$ cat src/rtl/fetch_stage.sv
// rtl/fetch_stage.sv - instruction fetch stage with IF/ID register, one-entry skid buffer and branch redirect
module fetch_stage #(
    parameter logic [31:0] RESET_PC = 32'h0000_0000
) (
    input  logic        clk,
    input  logic        rst,
    output logic        imem_req,
    output logic [31:0] imem_addr,
    input  logic [31:0] imem_rdata,
    input  logic        imem_valid,
    input  logic        stall,
    input  logic        branch_taken,
    input  logic [31:0] branch_target,
    output logic [31:0] instr,
    output logic [31:0] pc_out,
    output logic        valid_out,
    output logic [6:0]  opcode,
    output logic [2:0]  funct_three,
    output logic [4:0]  funct_five
);

    typedef enum logic [2:0] {
        IDLE,
        ISSUE,
        WAIT,
        HOLD,
        DROP
    } state_t;

    state_t      state;
    state_t      next_state;
    logic [31:0] pc;
    logic [31:0] skid_instr;
    logic [31:0] skid_pc;
    logic        accept;
    logic        load_mem;
    logic        load_skid;
    logic        fill_skid;
    logic        pc_step;

    // Decode may take a new IF/ID entry when the current one is empty or being consumed
    assign accept    = !valid_out || !stall;
    assign imem_addr = pc;

    // Field views of the IF/ID word; they change exactly when instr does
    assign opcode      = instr[6:0];
    assign funct_three = instr[14:12];
    assign funct_five  = instr[31:27];

    // Next-state and datapath strobes; a redirect overrides everything else
    always_comb begin
        next_state = state;
        imem_req   = 1'b0;
        load_mem   = 1'b0;
        load_skid  = 1'b0;
        fill_skid  = 1'b0;
        pc_step    = 1'b0;
        if (state == ISSUE) begin
            imem_req = 1'b1;
        end
        if (branch_taken) begin
            // Only an unanswered request in WAIT leaves a response in flight to discard
            next_state = (state == WAIT && !imem_valid) ? DROP : ISSUE;
        end else begin
            case (state)
                IDLE:  next_state = ISSUE;
                ISSUE: next_state = WAIT;
                WAIT: begin
                    if (imem_valid) begin
                        pc_step = 1'b1;
                        if (accept) begin
                            load_mem   = 1'b1;
                            next_state = ISSUE;
                        end else begin
                            fill_skid  = 1'b1;
                            next_state = HOLD;
                        end
                    end
                end
                HOLD: begin
                    if (accept) begin
                        load_skid  = 1'b1;
                        next_state = ISSUE;
                    end
                end
                DROP: begin
                    if (imem_valid) begin
                        next_state = ISSUE;
                    end
                end
                default: next_state = IDLE;
            endcase
        end
    end

    // State register
    always_ff @(posedge clk) begin
        if (rst) begin
            state <= IDLE;
        end else begin
            state <= next_state;
        end
    end

    // Fetch PC: redirect or advance by one word once a response has been taken
    always_ff @(posedge clk) begin
        if (rst) begin
            pc <= RESET_PC & 32'hFFFF_FFFC;
        end else if (branch_taken) begin
            pc <= branch_target & 32'hFFFF_FFFC;
        end else if (pc_step) begin
            pc <= pc + 32'd4;
        end
    end

    // Skid entry; it is live exactly while the FSM sits in HOLD, so leaving HOLD empties it
    always_ff @(posedge clk) begin
        if (rst) begin
            skid_instr <= 32'h0;
            skid_pc    <= 32'h0;
        end else if (fill_skid) begin
            skid_instr <= imem_rdata;
            skid_pc    <= pc;
        end
    end

    // IF/ID register: held under stall, cleared on redirect or when drained with nothing behind it
    always_ff @(posedge clk) begin
        if (rst) begin
            instr     <= 32'h0;
            pc_out    <= 32'h0;
            valid_out <= 1'b0;
        end else if (branch_taken) begin
            valid_out <= 1'b0;
        end else if (load_mem) begin
            instr     <= imem_rdata;
            pc_out    <= pc;
            valid_out <= 1'b1;
        end else if (load_skid) begin
            instr     <= skid_instr;
            pc_out    <= skid_pc;
            valid_out <= 1'b1;
        end else if (accept) begin
            valid_out <= 1'b0;
        end
    end

endmodule

$ cat config.mk
export PLATFORM = sky130hd
export DESIGN_NAME = fetch_stage
export DESIGN_NICKNAME = d
export VERILOG_FILES = /design/src/rtl/fetch_stage.sv
export SDC_FILE = /design/constraint.sdc
export NUM_CORES = 1
export LEC_CHECK = 0
export BUFFER_PORTS_ARGS = -buffer_cell sky130_fd_sc_hd__clkbuf_2
export CORE_MARGIN = 2
export CORE_UTILIZATION = 45
export DETAILED_ROUTE_END_ITERATION = 7
export GPL_ROUTABILITY_DRIVEN = 0
export PLACE_DENSITY = 0.7
export SLEW_MARGIN = 20
export SYNTH_ARGS = -nofsm -noshare
export SYNTH_HDL_FRONTEND = slang
export SYNTH_SLANG_ARGS = --single-unit
$ cat constraint.sdc
create_clock -name clk -period 2.2 [get_ports clk]
set_input_delay 0.11 -clock clk [delete_from_list [all_inputs] [get_ports clk]]
set_output_delay 0.11 -clock clk [all_outputs]
set_load 0.1 [all_outputs]
==> results.md, run 1 <==
STA:
- Of the available clock period, the critical path in the final layout requires 92.8%.
- Setup repair after global routing left no endpoint under its margin.
- The count of final setup violators is 0.
- Final hold analysis gives a worst-case slack of 0.0681 ns.
- The remaining max-slew budget at the tightest pin is 61.4%.
- The highest clock frequency the design can meet is 490 MHz.
- The clock period could shrink to 2.04 ns.
- Across the routed clock network, the largest skew measured is between 0.005 and 0.006 ns.
- Summed over all failing endpoints, the final setup total negative slack is 0 ns.
- The slew at the pin with the worst max-slew slack is 0.582 ns.
- The number of hold violations in the final report is 0.
- The final count of pins violating max slew came to 0.

Yosys:
- After synthesis, flip-flops and latches occupy between 40% and 50% of the total area.
- By area the synthesized netlist is led by sky130_fd_sc_hd__dfxtp_1 45%, sky130_fd_sc_hd__mux2i_1 8.7%, sky130_fd_sc_hd__nand2_1 7.6%.
- The cell area after technology mapping is approximately 7000 um2.
- The most instantiated library cell after synthesis is sky130_fd_sc_hd__dfxtp_1.
- The count of yosys warnings during synthesis is 0.
- After synthesis, the largest area contributor takes up 45.1% of total cell area.
- The commonest cells after synthesis are 158 x sky130_fd_sc_hd__dfxtp_1, 143 x sky130_fd_sc_hd__nand2_1, 93 x sky130_fd_sc_hd__nor2_1.
- Of the post-synthesis cell area, the part taken by muxes is under 10%.
- The most used flip-flop cell after synthesis is sky130_fd_sc_hd__dfxtp_1.
- The compound-cell area share of the yosys netlist is 17.5%.
- The number of register bits inferred by synthesis is between 150 and 200.
- The mean post-synth cell area is between 8 and 9 um2.
- The post-synthesis cell type with the largest combined area is sky130_fd_sc_hd__dfxtp_1.
- Summing the areas of all and, or, nand and nor instances in the mapped netlist gives 20.6% of the synthesized area.
- The synthesized netlist devotes 0.178% of its cell area to adder and majority cells.
- Of the total synthesized cell area, the portion taken by XOR and XNOR cells is less than 1%.
- Synthesis produced approximately 800 cells.
- The proportion of synthesized flip-flops having asynchronous set or reset is 0%.
- By area, the combinational part of the netlist is dominated by simple AND/OR/NAND/NOR gates.
- The count of flip-flops with a built-in enable after synthesis is 0.
- The number of different library cells used by synthesis comes to 46.

Status:
- The flow ran to the end, and the final reports show no timing, DRC or antenna violations.

Flow run:
- Max-cap violations in this run came to 0.

Global route:
- The global routing usage summed across all routing layers is 21.8%.
- The number of global-route vias before repair was 5818.
- The wire length of the first global-routing pass is 29.0 mm.
- The initial antenna violation count came to 0.
- Entering global routing, the biggest net connects 70 pins.
- The total grt overflow is 0.

Clock tree:
- TritonCTS created 17 clock buffers.
- The number of levels in the clock H-tree is 4.
- The root buffer cell chosen for the clock tree is sky130_fd_sc_hd__clkbuf_16.
- The CTS tree is done.
- The clock passes through at most 2 buffers.
- At the later pin of the worst-skew pair, clock insertion delay measures 0.43 ns.
- Clock-pin slew was measured on the worst setup and hold paths at 0.06 ns.
- The clock net in this run drives a total of 158 sinks.

Power:
- For this design the static power due to leakage is 3.31 nW.
- Dividing total power by cell area gives a power density of 814 nW/um2.
- The worst supply voltage drop on vdd is roughly 540 uV.
- The net switching power is 2.13 mW.
- The switching part of the total power is 28.5%.
- Cell internal power was estimated by the tool at 5.35 mW.
- The total chip power is 7.48 mW.
- The proportion of power drawn by the clock network is 44.6%.
- The power share of the sequential group is roughly two fifths.
- The power share of the combinational group is 14.8%.

Floorplanning:
- The row count is 45.
- The area of the die is between 15000 and 20000 um2.
- The region available for standard cell placement spans 15200 um2.
- The total I/O pin count is 182.
- The die extent in y is 129 um.
- Once the floorplan was initialized, standard cells occupied roughly 46% of the core.
- The die is 129 um wide.

Final layout:
- The area added between synthesis and finish is 31.0%.
- The post-layout instance area is 9200 um2.
- The number of nets in the layout is around 1100.
- The share of layout cells above drive strength 1 is 25.0%.
- The antenna diode instance count is 0.
- The share of the core filled with cells is about three fifths.

Critical path:
- Across all register-to-register paths, the minimum setup slack is between 0.15 and 0.2 ns.
- STA classifies the critical path startpoint as a flop.
- The critical path is of the flop to flop type.
- At the worst endpoint, the arrival time is between 2 and 2.5 ns.
- In this design, the stage delay of the slowest critical-path cell is 0.54 ns.
- STA classifies the critical path endpoint as a flop.
- The data required time at the worst endpoint is around 2.5 ns.
- On the critical path, the stage with the largest delay is an instance of sky130_fd_sc_hd__or4_1.
- The highest net fanout along the worst path is 18.
- The critical path goes through and4bb_2, nand4_4, or4_1, a311oi_1.

Placement:
- The count of input and output buffers is 175.
- The placed cell area is 7940 um2.
- The HPWL after detailed placement is roughly 11 mm.

Route:
- The number of design-rule violations left by the first detailed-router iteration is 332.
- Once detail routing completed, the nets flagged for antenna violations numbered 0.
- The detailed-route wire length per cell is 15.0 um.
- After detailed routing, the number of remaining DRC violations is 0.
- The number of detailed-routing iterations run before antenna repair is 5.
- The wire length after detailed routing is 18.1 mm.
- In the routed layout, each cell is associated on average with a via count of 5.35.
- The total vias in the final route is 6467.

Worst hold path:
- The min-delay analysis places its worst path in the category primary input to flop.
power groups by stage:
stage / clock network, mW / registers [mW] / logic, mW
2_1_floorplan: 0 / 3.57 / 0.342
3_3_place_gp: 0 / 3.10 / 1.02
3_5_place_dp: 0 / 3.10 / 1.02
4_1_cts: 3.39 / 3.04 / 1.10
5_1_grt: 3.50 / 3.05 / 1.16
6_report: 3.34 / 3.04 / 1.10
final timing paths:
check,startpoint,end,cells after the start
setup / recovery,state[1],imem_addr[28],4
hold / removal,branch_target[27],imem_addr[27],5
setup reg to reg,state[1],imem_addr[28],4
hold reg to reg,skid_instr[2],skid_instr[2],2
layout by cell type (no fill, tap or decap), types with 8 or more instances in the layout:
cell type                       count
sky130_fd_sc_hd__a211oi_1          70
sky130_fd_sc_hd__a21oi_1           66
sky130_fd_sc_hd__a311oi_1          15
sky130_fd_sc_hd__buf_4             12
sky130_fd_sc_hd__clkbuf_16         17
sky130_fd_sc_hd__clkbuf_2         174
sky130_fd_sc_hd__dfxtp_1          132
sky130_fd_sc_hd__dfxtp_2           26
sky130_fd_sc_hd__dlygate4sd3_1     60
sky130_fd_sc_hd__mux2i_1           61
sky130_fd_sc_hd__nand2_1          143
sky130_fd_sc_hd__nand3_1           15
sky130_fd_sc_hd__nand4_1            9
sky130_fd_sc_hd__nor2_1            93
sky130_fd_sc_hd__o21ai_0           12
sky130_fd_sc_hd__o31ai_1           10
sky130_fd_sc_hd__or3_1              8
sky130_fd_sc_hd__or4_1             13
routing by layer:
metal  routed length (um)  global-route usage [%]  vias up
li1                     -                       -     3271
met1                 8450                    28.9     2988
met2                 8440                    35.1      188
met3                  884                    4.16       20
met4                  285                    8.70        0
met5                    0                       0        -
timing repair:
| item | CTS | global route |
|---|---|---|
| hold buffers | 60 | 0 |
| hold endpoints to repair | 60 | 0 |
| setup buffers | 0 | 0 |
| resized for setup | 0 | 0 |
sequential cells by signal (all words and copies together), names as in the netlist:
name and flops:
valid_out 1, state 3, skid_instr 32, pc_out 30
instr 32, imem_addr 30, skid_pc 30
logic make-up (layout without fill, tap and decap cells):
kind of cell / after synthesis / after routing
xor+xnor: 8 / 8
other cells: 1 / 4
flops: 158 / 158
compound gates: 185 / 185
buf+inv: 92 / 287
simple gates: 316 / 316
mux: 61 / 61
fa+ha+maj: 1 / 1
final cells by class:
cell class	count	area (um2)
clock buffers	20	447
repair buffers	252	1680
flip-flops and latches	158	3200
fillers	1314	6010
multi-input cells	575	3410
well taps	188	235
inverters	4	15.0
clock inverters	11	214
critical path, delay by kind of cell (launching register included):
| kind | cells | cell delay [ns] |
|---|---|---|
| simple gates | 3 | 1.24 |
| compound gates | 1 | 0.28 |
| flops | 1 | 0.43 |
stage by stage:
stage,setup slack [ns],std cells
6_report,0.158,1208
5_1_grt,0.0217,1208
4_1_cts,0.155,1208
3_5_place_dp,0.173,1117
3_3_place_gp,0.224,1117
2_1_floorplan,0.0462,825
Power figures use the tool's default switching activity.
==> run 2, diff against run 1 <==
- REMOVE_ABC_BUFFERS: default -> 1
==> results.md, run 2 (same netlist as run 1, synthesis figures left out) <==
Clock tree:
- The cell at the root of the clock tree is sky130_fd_sc_hd__clkbuf_16 (unchanged).
- The number of buffers on the longest clock path is 2 (unchanged).
- The number of buffers created by CTS is 17 (unchanged).
- The CTS tree is done (unchanged).
- The clock input transition at the sequential cells of the worst setup and hold paths came to 0.06 ns (about the same).
- The sink count of the clock tree is 158 (unchanged).
- The number of levels in the clock H-tree is 4 (unchanged).
- The clock latency at the later pin of the worst-skew pair came to 0.42 ns (was 0.43 ns).

Floorplanning:
- The starting density of the core is 46.2% (unchanged).
- The horizontal die dimension is 129 um (unchanged).
- The row count is 45 (unchanged).
- The total I/O pin count was 182 (unchanged).
- The core outline area is 15200 um2 (unchanged).
- The die extent in y came to 129 um (unchanged).
- The area of the die is 16600 um2 (unchanged).

Critical path:
- The data arrival time of the worst path is 2.34 ns (was 2.37 ns).
- The critical path startpoint category is a flop (unchanged).
- The critical setup path kind was flop to flop (unchanged).
- The capture instance of the worst register-to-register path is imem_addr[16] (was imem_addr[28]).
- The critical path endpoint category is a flop (unchanged).
- The length in cells of the worst reg-to-reg path is 4 (unchanged).
- The highest net fanout along the worst path came to 18 (unchanged).
- The data required time at the worst endpoint is 2.52 ns (was 2.53 ns).
- The start of the worst register-to-register path is state[1] (unchanged).
- The worst-case register-to-register setup slack is 0.18 ns (was 0.16 ns).

Final layout:
- The antenna diode instance count is 0 (unchanged).
- The share of the core filled with cells is 60.1% (was 60.5%).
- The share of layout cells above drive strength 1 came to 23.6% (was 25.0%).
- The number of nets in the layout came to 1090 (was 1078).
- Commonest cells after routing, fill and taps aside: 174 x sky130_fd_sc_hd__clkbuf_2, 158 x sky130_fd_sc_hd__dfxtp_1, 143 x sky130_fd_sc_hd__nand2_1 (was 174 x sky130_fd_sc_hd__clkbuf_2, 143 x sky130_fd_sc_hd__nand2_1, 132 x sky130_fd_sc_hd__dfxtp_1).
- The area added between synthesis and finish was 30.1% (was 31.0%).
- The most common cell after layout, fill and taps aside is sky130_fd_sc_hd__clkbuf_2 (unchanged).
- The filler-free cell count of the finished design is 1220 (was 1208).
- Largest registers ranked by flip-flop count: instr: 32 flops, skid_instr: 32 flops (unchanged).
- The number of inserted filler cells in the final layout is 1317 (was 1314).

Worst hold path:
- The endpoint of the worst hold-timing path is imem_addr[17] (was imem_addr[27]).
- The worst min-delay path class is primary input to flop (unchanged).
- The startpoint of the worst hold path is branch_target[17] (was branch_target[27]).
- The cell depth of the worst min-delay path came to 3 (was 5).

Route:
- The wire length after detailed routing came to 18.0 mm (was 18.1 mm).
- The post-route antenna net violation count came to 0 (unchanged).
- The post-route DRC violation count is 0 (unchanged).
- The amount of wire on met2 after detailed routing came to 8.49 mm (was 8.44 mm).
- The routed metal-1 wire length was 8.49 mm (was 8.45 mm).
- The number of detailed-routing iterations run before antenna repair is 5 (unchanged).
- The met3 wire length is 800 um (was 884 um).
- The via density per instance is 5.26 (was 5.35).
- The detailed-route wire length per cell was 14.8 um (was 15.0 um).
- The number of design-rule violations left by the first detailed-router iteration is 459 (was 332).
- The total vias in the final route was 6419 (was 6467).
- The highest metal layer with signal wires is met4 (unchanged).

Global route:
- The initial antenna violation count is 0 (unchanged).
- The pin count of the biggest net entering global routing is 64 (was 70).
- The global routing usage summed across all routing layers is 21.8% (about the same).
- The total grt overflow is 0 (unchanged).
- The wire length of the first global-routing pass is 29.0 mm (about the same).
- The number of global-route vias before repair is 5768 (was 5818).

Power:
- The static leakage power is 3.30 nW (was 3.31 nW).
- The power per cell area was 743 nW/um2 (was 814 nW/um2).
- The worst supply voltage drop on vdd is 482 uV (was 539 uV).
- The total chip power is 6.78 mW (was 7.48 mW).

STA:
- The post-layout worst setup margin is 0.178 ns (was 0.158 ns).
- The minimum clock period after layout was 2.02 ns (was 2.04 ns).
- The slew at the pin with the worst max-slew slack is 0.575 ns (was 0.582 ns).
- The number of hold violations in the final report is 0 (unchanged).
- The remaining max-slew budget at the tightest pin is 61.9% (was 61.4%).
- The final critical-path share of the clock period was 91.9% (was 92.8%).
- The count of final setup violators is 0 (unchanged).
- RSZ-0062 raised after global routing: false (unchanged).
- The highest clock frequency the design can meet is 494 MHz (was 490 MHz).
- The final count of pins violating max slew is 0 (unchanged).
- The worst hold slack across all endpoints is 0.00673 ns (was 0.0681 ns).
- The final setup skew was 0.0140 ns (was 0.00563 ns).

Placement:
- The cell total after placement came to 1127 (was 1117).
- The worst-case setup slack after placement is 0.147 ns (was 0.173 ns).
- The HPWL after detailed placement is 11.2 mm (was 11.3 mm).
- The count of input and output buffers is 175 (unchanged).

Flow run:
- The number of max-cap violations is 0 (unchanged).

Status:
- Result of the run: complete, no violations (unchanged).
==> run 2: cell types whose count changed in the layout (fill, tap and decap cells not counted), sizes merged <==
cell,delta
buf,+13
bufinv,-6
clkinv,+5
clkinvlp,+1
dlygate4sd3,-1
==> run 2: report_power, final <==
group / switching (mW) / leakage, nW / internal [mW] / total [mW]
logic: 0.871 / 1.76 / 0.278 / 1.15
registers: 0.0730 / 1.28 / 2.93 / 3.01
clock network: 1.14 / 0.257 / 1.48 / 2.63
total: 2.09 / 3.30 / 4.70 / 6.78
==> run 2: cell type report <==
type	count	area [um2]	share of cell area, %
multi-input combinational	575	3410	37.3
clock buffer	20	457	5.00
tap	188	235	2.58
timing repair buffer	264	1780	19.5
sequential	158	3160	34.6
clock inverter	11	70.1	0.767
inverter	4	15.0	0.164
==> run 2: worst max path at each step <==
stage                 start       endpoint  slack, ns  cells past startpoint
6_report           state[1]  imem_addr[16]       0.18                      4
5_1_grt            state[1]  imem_addr[25]       0.06                      4
4_1_cts        imem_addr[5]  imem_addr[25]       0.10                      4
3_5_place_dp   imem_addr[9]  imem_addr[22]       0.15                      4
3_3_place_gp   imem_addr[5]  imem_addr[25]       0.18                      4
2_1_floorplan     valid_out      pc_out[2]      -5.83                      4
==> run 2: routing by layer <==
layer,GRT usage (%),vias to the layer above
li1,-,3297
met1,29.3,2917
met2,35.0,183
met3,4.57,22
met4,7.03,0
met5,0,-
==> run 2: per-stage QoR <==
stage / setup TNS (ns) / area, um2
final: 0 / 9130
after global placement: 0 / 7990
after global routing: 0 / 9130
after CTS: 0 / 9110
after floorplan: -428.21 / 6560
after detailed placement: 0 / 7990
==> run 2: critical path, cell delays in order, from the launching register on <==
cell and delay [ns]:
sky130_fd_sc_hd__dfxtp_1 0.43, sky130_fd_sc_hd__and4bb_2 0.40, sky130_fd_sc_hd__nand4_4 0.27, sky130_fd_sc_hd__or4_1 0.57, sky130_fd_sc_hd__a311oi_1 0.25
==> run 2: repair_timing <==
item	in CTS	in global routing
setup buffers	0	3
hold buffers	59	0
hold endpoints to repair	59	0
endpoints found under the setup margin	0	2
resized for setup	0	1
